==> config.mk <==
export PLATFORM = sky130hd
export DESIGN_NAME = fir_coef_apply_flat
export DESIGN_NICKNAME = d
export VERILOG_FILES = /design/src/rtl/fir_coef_apply_if.sv /design/src/rtl/fir_coef_apply.sv /design/src/flat_wrapper.sv
export SDC_FILE = /design/constraint.sdc
export NUM_CORES = 2
export LEC_CHECK = 0
export CORE_ASPECT_RATIO = 1.75
export CORE_MARGIN = 1
export CORE_UTILIZATION = 40
export CTS_BUF_LIST = sky130_fd_sc_hd__clkbuf_8
export DETAILED_ROUTE_END_ITERATION = 8
export SLEW_MARGIN = 0
export SYNTH_ARGS = -nofsm -noshare
export SYNTH_HDL_FRONTEND = slang
export SYNTH_SLANG_ARGS = --single-unit
==> constraint.sdc <==
create_clock -name clk -period 11 [get_ports clk]
set_input_delay 2.2 -clock clk [delete_from_list [all_inputs] [get_ports clk]]
set_output_delay 2.2 -clock clk [all_outputs]
set_load 0.005 [all_outputs]
==> src/rtl/fir_coef_apply_if.sv <==
// fir_coef_apply_if: stream bundle for fir_coef_apply.
//   coef_*  : coefficient word stream (valid/ready, last marks final word)
//   x_*     : input sample stream (valid/ready)
//   y_*     : result strobe with full-precision and scaled results
// The master modport belongs to the producer/consumer side; the slave
// modport belongs to the filter.
`timescale 1ns/1ps
interface fir_coef_apply_if #(
  parameter int W1 = 14,
  parameter int WC = 16,
  parameter int W2 = 36
);
  logic                 coef_valid;
  logic signed [WC-1:0] coef_data;
  logic                 coef_last;
  logic                 coef_ready;

  logic                 x_valid;
  logic signed [W1-1:0] x_in;
  logic                 x_ready;

  logic                 y_valid;
  logic signed [W2-1:0] y_out_36;
  logic signed [W1-1:0] y_out_14;

  modport master (
    output coef_valid, coef_data, coef_last, x_valid, x_in,
    input  coef_ready, x_ready, y_valid, y_out_36, y_out_14
  );

  modport slave (
    input  coef_valid, coef_data, coef_last, x_valid, x_in,
    output coef_ready, x_ready, y_valid, y_out_36, y_out_14
  );
endinterface

==> src/rtl/fir_coef_apply.sv <==
// fir_coef_apply: time-multiplexed FIR that applies coefficient sets
// streamed from the adaptive LMS filter to a second signal path.
// Coefficients fill a shadow bank; a complete set is swapped into the
// active bank between samples. One MAC computes each output over L cycles.
// Ports:
//   clk       clock
//   reset_n   asynchronous active-low reset
//   bus       fir_coef_apply_if.slave (coef stream, sample stream, results)
//   coef_err  one-cycle pulse when a coefficient set is malformed
//   bank_sel  index of the active coefficient bank
//   busy      high while a sample is being computed (MAC and OUT)
`timescale 1ns/1ps
module fir_coef_apply #(
  parameter int W1        = 14,
  parameter int WC        = 16,
  parameter int W2        = 36,
  parameter int L         = 33,
  parameter int SHIFT     = 18,
  parameter int ROUND     = 8192,
  parameter int COEF_INIT = 70
) (
  input  logic              clk,
  input  logic              reset_n,
  fir_coef_apply_if.slave   bus,
  output logic              coef_err,
  output logic              bank_sel,
  output logic              busy
);

  localparam int            KW       = (L > 1) ? $clog2(L) : 1;
  localparam logic [KW-1:0] LAST_IDX = KW'(L - 1);

  typedef enum logic [1:0] {S_IDLE, S_MAC, S_OUT} state_t;

  state_t state, state_nxt;

  logic signed [W1-1:0] dly  [L];
  logic signed [WC-1:0] bank [2][L];
  logic [KW-1:0]        idx;
  logic                 swap_pending;

  logic [KW-1:0]        k_p0;
  logic signed [W2-1:0] acc_p0;

  logic signed [W2-1:0] y36_p1;
  logic signed [W1-1:0] y14_p1;
  logic                 vld_p1;

  logic coef_accept, set_done, set_bad, x_accept, do_swap, x_ready_c;

  // Signed product widened to the accumulator width. Both operands are
  // sign-extended first so the truncated W2-bit product is exact.
  function automatic logic signed [W2-1:0] mac_term(
    input logic signed [W1-1:0] x,
    input logic signed [WC-1:0] c
  );
    logic signed [W2-1:0] xe;
    logic signed [W2-1:0] ce;
    xe = W2'(x);
    ce = W2'(c);
    return xe * ce;
  endfunction

  // Round-half-up then arithmetic shift; result truncated, never saturated.
  function automatic logic signed [W1-1:0] round_shift(
    input logic signed [W2-1:0] a
  );
    logic signed [W2-1:0] t;
    t = a + W2'(ROUND);
    t = t >>> SHIFT;
    return t[W1-1:0];
  endfunction

  assign bus.coef_ready = !swap_pending;
  assign coef_accept    = bus.coef_valid && !swap_pending;
  // A set is well formed only when the last flag and the final index line up.
  assign set_done       = coef_accept && bus.coef_last && (idx == LAST_IDX);
  assign set_bad        = coef_accept && (bus.coef_last != (idx == LAST_IDX));

  // Swapping consumes one IDLE cycle; no sample is taken during it so the
  // active bank is stable for the whole of every MAC pass.
  assign do_swap        = (state == S_IDLE) && swap_pending;
  assign x_ready_c      = (state == S_IDLE) && !swap_pending;
  assign x_accept       = bus.x_valid && x_ready_c;
  assign bus.x_ready    = x_ready_c;
  assign busy           = (state == S_MAC) || (state == S_OUT);

  always_ff @(posedge clk or negedge reset_n) begin
    if (!reset_n) begin
      state <= S_IDLE;
    end else begin
      state <= state_nxt;
    end
  end

  always_comb begin
    state_nxt = state;
    case (state)
      S_IDLE:  if (x_accept) state_nxt = S_MAC;
      S_MAC:   if (k_p0 == LAST_IDX) state_nxt = S_OUT;
      S_OUT:   state_nxt = S_IDLE;
      default: state_nxt = S_IDLE;
    endcase
  end

  // Coefficient loader and bank control. Writes always target the shadow
  // bank; a discarded set may leave it partially written, but only a
  // complete set ever raises swap_pending.
  always_ff @(posedge clk or negedge reset_n) begin
    if (!reset_n) begin
      idx          <= '0;
      swap_pending <= 1'b0;
      coef_err     <= 1'b0;
      bank_sel     <= 1'b0;
      for (int b = 0; b < 2; b++) begin
        for (int i = 0; i < L; i++) begin
          bank[b][i] <= WC'(COEF_INIT);
        end
      end
    end else begin
      coef_err <= set_bad;
      if (coef_accept) begin
        bank[~bank_sel][idx] <= bus.coef_data;
        if (set_done || set_bad) begin
          idx <= '0;
        end else begin
          idx <= idx + 1'b1;
        end
      end
      if (set_done) begin
        swap_pending <= 1'b1;
      end else if (do_swap) begin
        swap_pending <= 1'b0;
      end
      if (do_swap) begin
        bank_sel <= ~bank_sel;
      end
    end
  end

  // ---- stage p0: delay line and serial MAC ----
  always_ff @(posedge clk or negedge reset_n) begin
    if (!reset_n) begin
      k_p0   <= '0;
      acc_p0 <= '0;
      for (int i = 0; i < L; i++) begin
        dly[i] <= '0;
      end
    end else if (x_accept) begin
      dly[0] <= bus.x_in;
      for (int i = 1; i < L; i++) begin
        dly[i] <= dly[i-1];
      end
      acc_p0 <= '0;
      k_p0   <= '0;
    end else if (state == S_MAC) begin
      acc_p0 <= acc_p0 + mac_term(dly[k_p0], bank[bank_sel][k_p0]);
      k_p0   <= k_p0 + 1'b1;
    end
  end

  // ---- stage p1: result registers, updated only in OUT ----
  always_ff @(posedge clk or negedge reset_n) begin
    if (!reset_n) begin
      vld_p1 <= 1'b0;
      y36_p1 <= '0;
      y14_p1 <= '0;
    end else begin
      vld_p1 <= (state == S_OUT);
      if (state == S_OUT) begin
        y36_p1 <= acc_p0;
        y14_p1 <= round_shift(acc_p0);
      end
    end
  end

  assign bus.y_valid  = vld_p1;
  assign bus.y_out_36 = y36_p1;
  assign bus.y_out_14 = y14_p1;

endmodule

==> src/flat_wrapper.sv <==
// flat-port wrapper written by rule: the top's interface ports become plain ports
module fir_coef_apply_flat 
#(
  parameter int W1        = 14,
  parameter int WC        = 16,
  parameter int W2        = 36,
  parameter int L         = 33,
  parameter int SHIFT     = 18,
  parameter int ROUND     = 8192,
  parameter int COEF_INIT = 70
)
  (clk, reset_n, coef_err, bank_sel, busy, bus_coef_valid, bus_coef_data, bus_coef_last, bus_x_valid, bus_x_in, bus_coef_ready, bus_x_ready, bus_y_valid, bus_y_out_36, bus_y_out_14);
  fir_coef_apply_if #(.W1(W1), .WC(WC), .W2(W2)) bus_i ();
  input  logic clk;
  input  logic reset_n;
  output logic coef_err;
  output logic bank_sel;
  output logic busy;
  input wire logic [$bits(bus_i.coef_valid)-1:0] bus_coef_valid;
  input wire logic [$bits(bus_i.coef_data)-1:0] bus_coef_data;
  input wire logic [$bits(bus_i.coef_last)-1:0] bus_coef_last;
  input wire logic [$bits(bus_i.x_valid)-1:0] bus_x_valid;
  input wire logic [$bits(bus_i.x_in)-1:0] bus_x_in;
  output wire logic [$bits(bus_i.coef_ready)-1:0] bus_coef_ready;
  output wire logic [$bits(bus_i.x_ready)-1:0] bus_x_ready;
  output wire logic [$bits(bus_i.y_valid)-1:0] bus_y_valid;
  output wire logic [$bits(bus_i.y_out_36)-1:0] bus_y_out_36;
  output wire logic [$bits(bus_i.y_out_14)-1:0] bus_y_out_14;
  assign bus_i.coef_valid = bus_coef_valid;
  assign bus_i.coef_data = bus_coef_data;
  assign bus_i.coef_last = bus_coef_last;
  assign bus_i.x_valid = bus_x_valid;
  assign bus_i.x_in = bus_x_in;
  assign bus_coef_ready = bus_i.coef_ready;
  assign bus_x_ready = bus_i.x_ready;
  assign bus_y_valid = bus_i.y_valid;
  assign bus_y_out_36 = bus_i.y_out_36;
  assign bus_y_out_14 = bus_i.y_out_14;
  fir_coef_apply #(.W1(W1), .WC(WC), .W2(W2), .L(L), .SHIFT(SHIFT), .ROUND(ROUND), .COEF_INIT(COEF_INIT)) u_core (.clk(clk), .reset_n(reset_n), .bus(bus_i), .coef_err(coef_err), .bank_sel(bank_sel), .busy(busy));
endmodule
==> reports/summary.txt <==
Syn Std Cell Area - 84430 sq um
endpoints failing hold - 0
Min-Delay Path Class - register to register
Starting Density - 40.32%
Root Buffer - clkbuf_8
Syn Area/Cell - 12.55 sq um
Cells after Synth - 6730
Resize count post-CTS - 0
Cell variety after synth - 76
Avg WL per Cell - 22.68 um
clk sink count - 1622
crit path max fanout - 19
1st-iter DRT viols - 3242
number of buffers created by CTS - 241
Tmin final - 9.890 ns
Worst Tran Pin Value - 1.279 ns
Hold WS - 0.4602 ns
area of placed instances - 88260 sq um
largest net degree at the start of global routing - 209
CTS tree - built
Psw - 6552 uW
row cnt - 222
Area Overhead vs Synth - 10.44%
number of synthesized flops with an enable pin - 0
Yosys reg bits - 1622
sequential power share - 39.7%
count leader, synth - nand2_1
Non-Filler Instances - 9771
initial antenna violation count - 14
Design Area, Final - 93250 sq um
Synth Flop Type - dfrtp_1
Net Sw Frac - 35.93%
ys async rst share - 100.0%
sequential fraction of the synthesis area - 48.36%
status - finished clean
Max Cap Viol - 0
layout cells sized above 1 - 33.08%
core area - 209400 sq um
Die Ht - 609.8 um
relative slew slack - 14.74%
cts hold-fix bufs - 0
TNS Setup - 0 ns
final setup vio count - 0
gr ovfl total - 0
post-synth top area cell - dfrtp_1
Clk pin slew, worst setup/hold paths - 0.07 ns
Comb power frac - 32.4%
GPL Wtd Cong - 0.8554
post-synth net total - 7167
Worst EP required - 11.80 ns
Residual DRC - 0
IO Pins - 91
main area contributors after synthesis - dfrtp_1 (42%), mux2_2 (15%), mux4_2 (12%), nand2_1 (7.2%), fa_1 (7.0%)
worst path arrival time - 10.69 ns
fin. max-slew vios - 0
period utilization - 89.91%
clock skew - 0.09372 ns
slowest stage cell on the critical path - dfrtp_4
vias per inst - 5.321
CP top delay family - adder cells
crit path capture type - register
Inst Count DP - 9322
Pwr per Cell Area - 195.5 nW/um^2
VDD IR-drop max - 0.0001705 V
Worst-Skew Late Latency - 1.00 ns
clk buf depth - 4
leakage - 0.04636 uW
unrepaired setup endpoints after global routing - false
hpwl dp - 144600 um
routed wire length - 221600 um
via count - 51990
die area - 213000 sq um
Clk network pwr share - 27.9%
vias in the first global route - 56300
Antenna Nets Post-Route - 0
WP buf/inv - 7
critical path class - register to register
Chip Width - 349.3 um
CTS H-tree lvls - 4
Detailed Routing Iterations Pass 1 - 5
CP peak stage delay - 0.67 ns
Post-CTS Setup Inserts - 0
Synth top cells by count - nand2_1 (1627), dfrtp_1 (1424), mux2_2 (1095), mux4_2 (439), inv_1 (389)
number of port buffers - 90
share of the synthesized area in the top cell type - 42.20%
fmax - 101.1 MHz
Internal - 11680 uW
first-pass GRT wire length - 344700 um
startpoint class of the critical path - register
gr usage total - 21.17%
Final nets - 7203
Yosys warnings - 0
CP dominant cell by count - fa_1
logic make-up (layout without fill, tap and decap cells):
logic type	count (synthesis)	in the layout	synth area share, %
AOI/OAI and AO/OA	216	216	1.682
xor gates and xnor gates	55	55	0.5705
adders and majority gates	402	402	8.580
buffers and inverters	859	1091	4.157
DFF	1622	1622	48.36
muxes	1618	1618	27.31
other	0	9	0
and+or+nand+nor	1958	1958	9.337
tightest hold or removal path: stages (launching register included):
cell	delay (ns)
dfrtp_1	0.36
nand2_1	0.06
nand2_1	0.05
power by group through the flow:
stage / sequential (uW) / clock [uW] / combinational [uW]
final: 7240 / 5080 / 5910
after global routing: 7330 / 5480 / 6570
after CTS: 7240 / 5230 / 5990
after detailed placement: 7340 / 0 / 5980
after global placement: 7310 / 0 / 5910
after floorplan: 7110 / 0 / 4140
state kept, by name (all words and copies together), names as in the netlist:
name,count
u_core.dly,462
u_core.bus.y_valid,1
u_core.acc_p0,36
u_core.coef_err,1
u_core.k_p0,6
u_core.state,2
u_core.idx,6
u_core.bank,1056
u_core.bus.y_out_14,14
u_core.bank_sel,1
u_core.bus.y_out_36,36
u_core.swap_pending,1
placed cells by master, fill, tap and decap left out, types with 8 or more instances in the layout:
master	n
clkinv_2	24
mux2_2	1095
a21o_1	10
o22ai_1	11
bufinv_16	8
ha_1	105
o221ai_1	13
nor2b_1	29
a211oi_1	8
buf_2	15
nand2_1	1626
diode_2	9
xnor2_1	34
a21oi_1	64
inv_1	486
clkbuf_8	303
o21ai_0	40
buf_12	14
dfstp_2	198
and3_1	11
nand2b_1	10
and2_1	58
mux4_2	439
fa_1	295
nor2_1	130
nand3_1	25
or2_2	11
dfrtp_1	1419
mux2i_1	84
clkdlybuf4s50_1	73
nor3_1	19
xor2_1	21
buf_4	153
final cells by class:
cell class,instances,area [sq um]
multi-input combinational,4249,40160
inverter,396,1490
fill,19180,116200
sequential,1622,40850
tap,2800,3503
antenna,9,22.52
timing repair buffer,256,2262
clock buffer,303,4170
clock inverter,136,793.3
per-stage QoR:
stage | utilization [%] | setup WS [ns] | total power, uW
2_1_floorplan | - | 2.583 | 11250
3_3_place_gp | 42.14 | 1.078 | 13210
3_5_place_dp | 42.14 | 1.119 | 13320
4_1_cts | 44.51 | 1.038 | 18470
5_1_grt | 44.52 | 0.6447 | 19370
6_report | 44.52 | 1.110 | 18230
path summary, 6_finish.rpt:
kind	start	endpoint	slack (ns)	depth (start not counted)
max	u_core.k_p0[1]$_DFFE_PN0P_	u_core.acc_p0[34]$_DFFE_PN0P_	1.11	30
min	u_core.dly[318]$_DFFE_PN0P_	u_core.dly[304]$_DFFE_PN0P_	0.46	2
max reg2reg	u_core.k_p0[1]$_DFFE_PN0P_	u_core.acc_p0[34]$_DFFE_PN0P_	1.11	30
min reg2reg	u_core.dly[318]$_DFFE_PN0P_	u_core.dly[304]$_DFFE_PN0P_	0.46	2
max in group asynchronous	reset_n	u_core.dly[273]$_DFFE_PN0P_	7.27	3
min in group asynchronous	reset_n	u_core.bank[909]$_DFFE_PN0P_	1.24	1
metal layers:
| metal | up-vias | wire length [um] | global-route usage [%] |
|---|---|---|---|
| li1 | 22900 | - | - |
| met1 | 27530 | 84150 | 24.32 |
| met2 | 1040 | 118700 | 38.64 |
| met3 | 510 | 7939 | 2.826 |
| met4 | 14 | 10710 | 9.765 |
| met5 | - | 78 | 0 |
No activity file was read; power rests on OpenSTA's default activity.
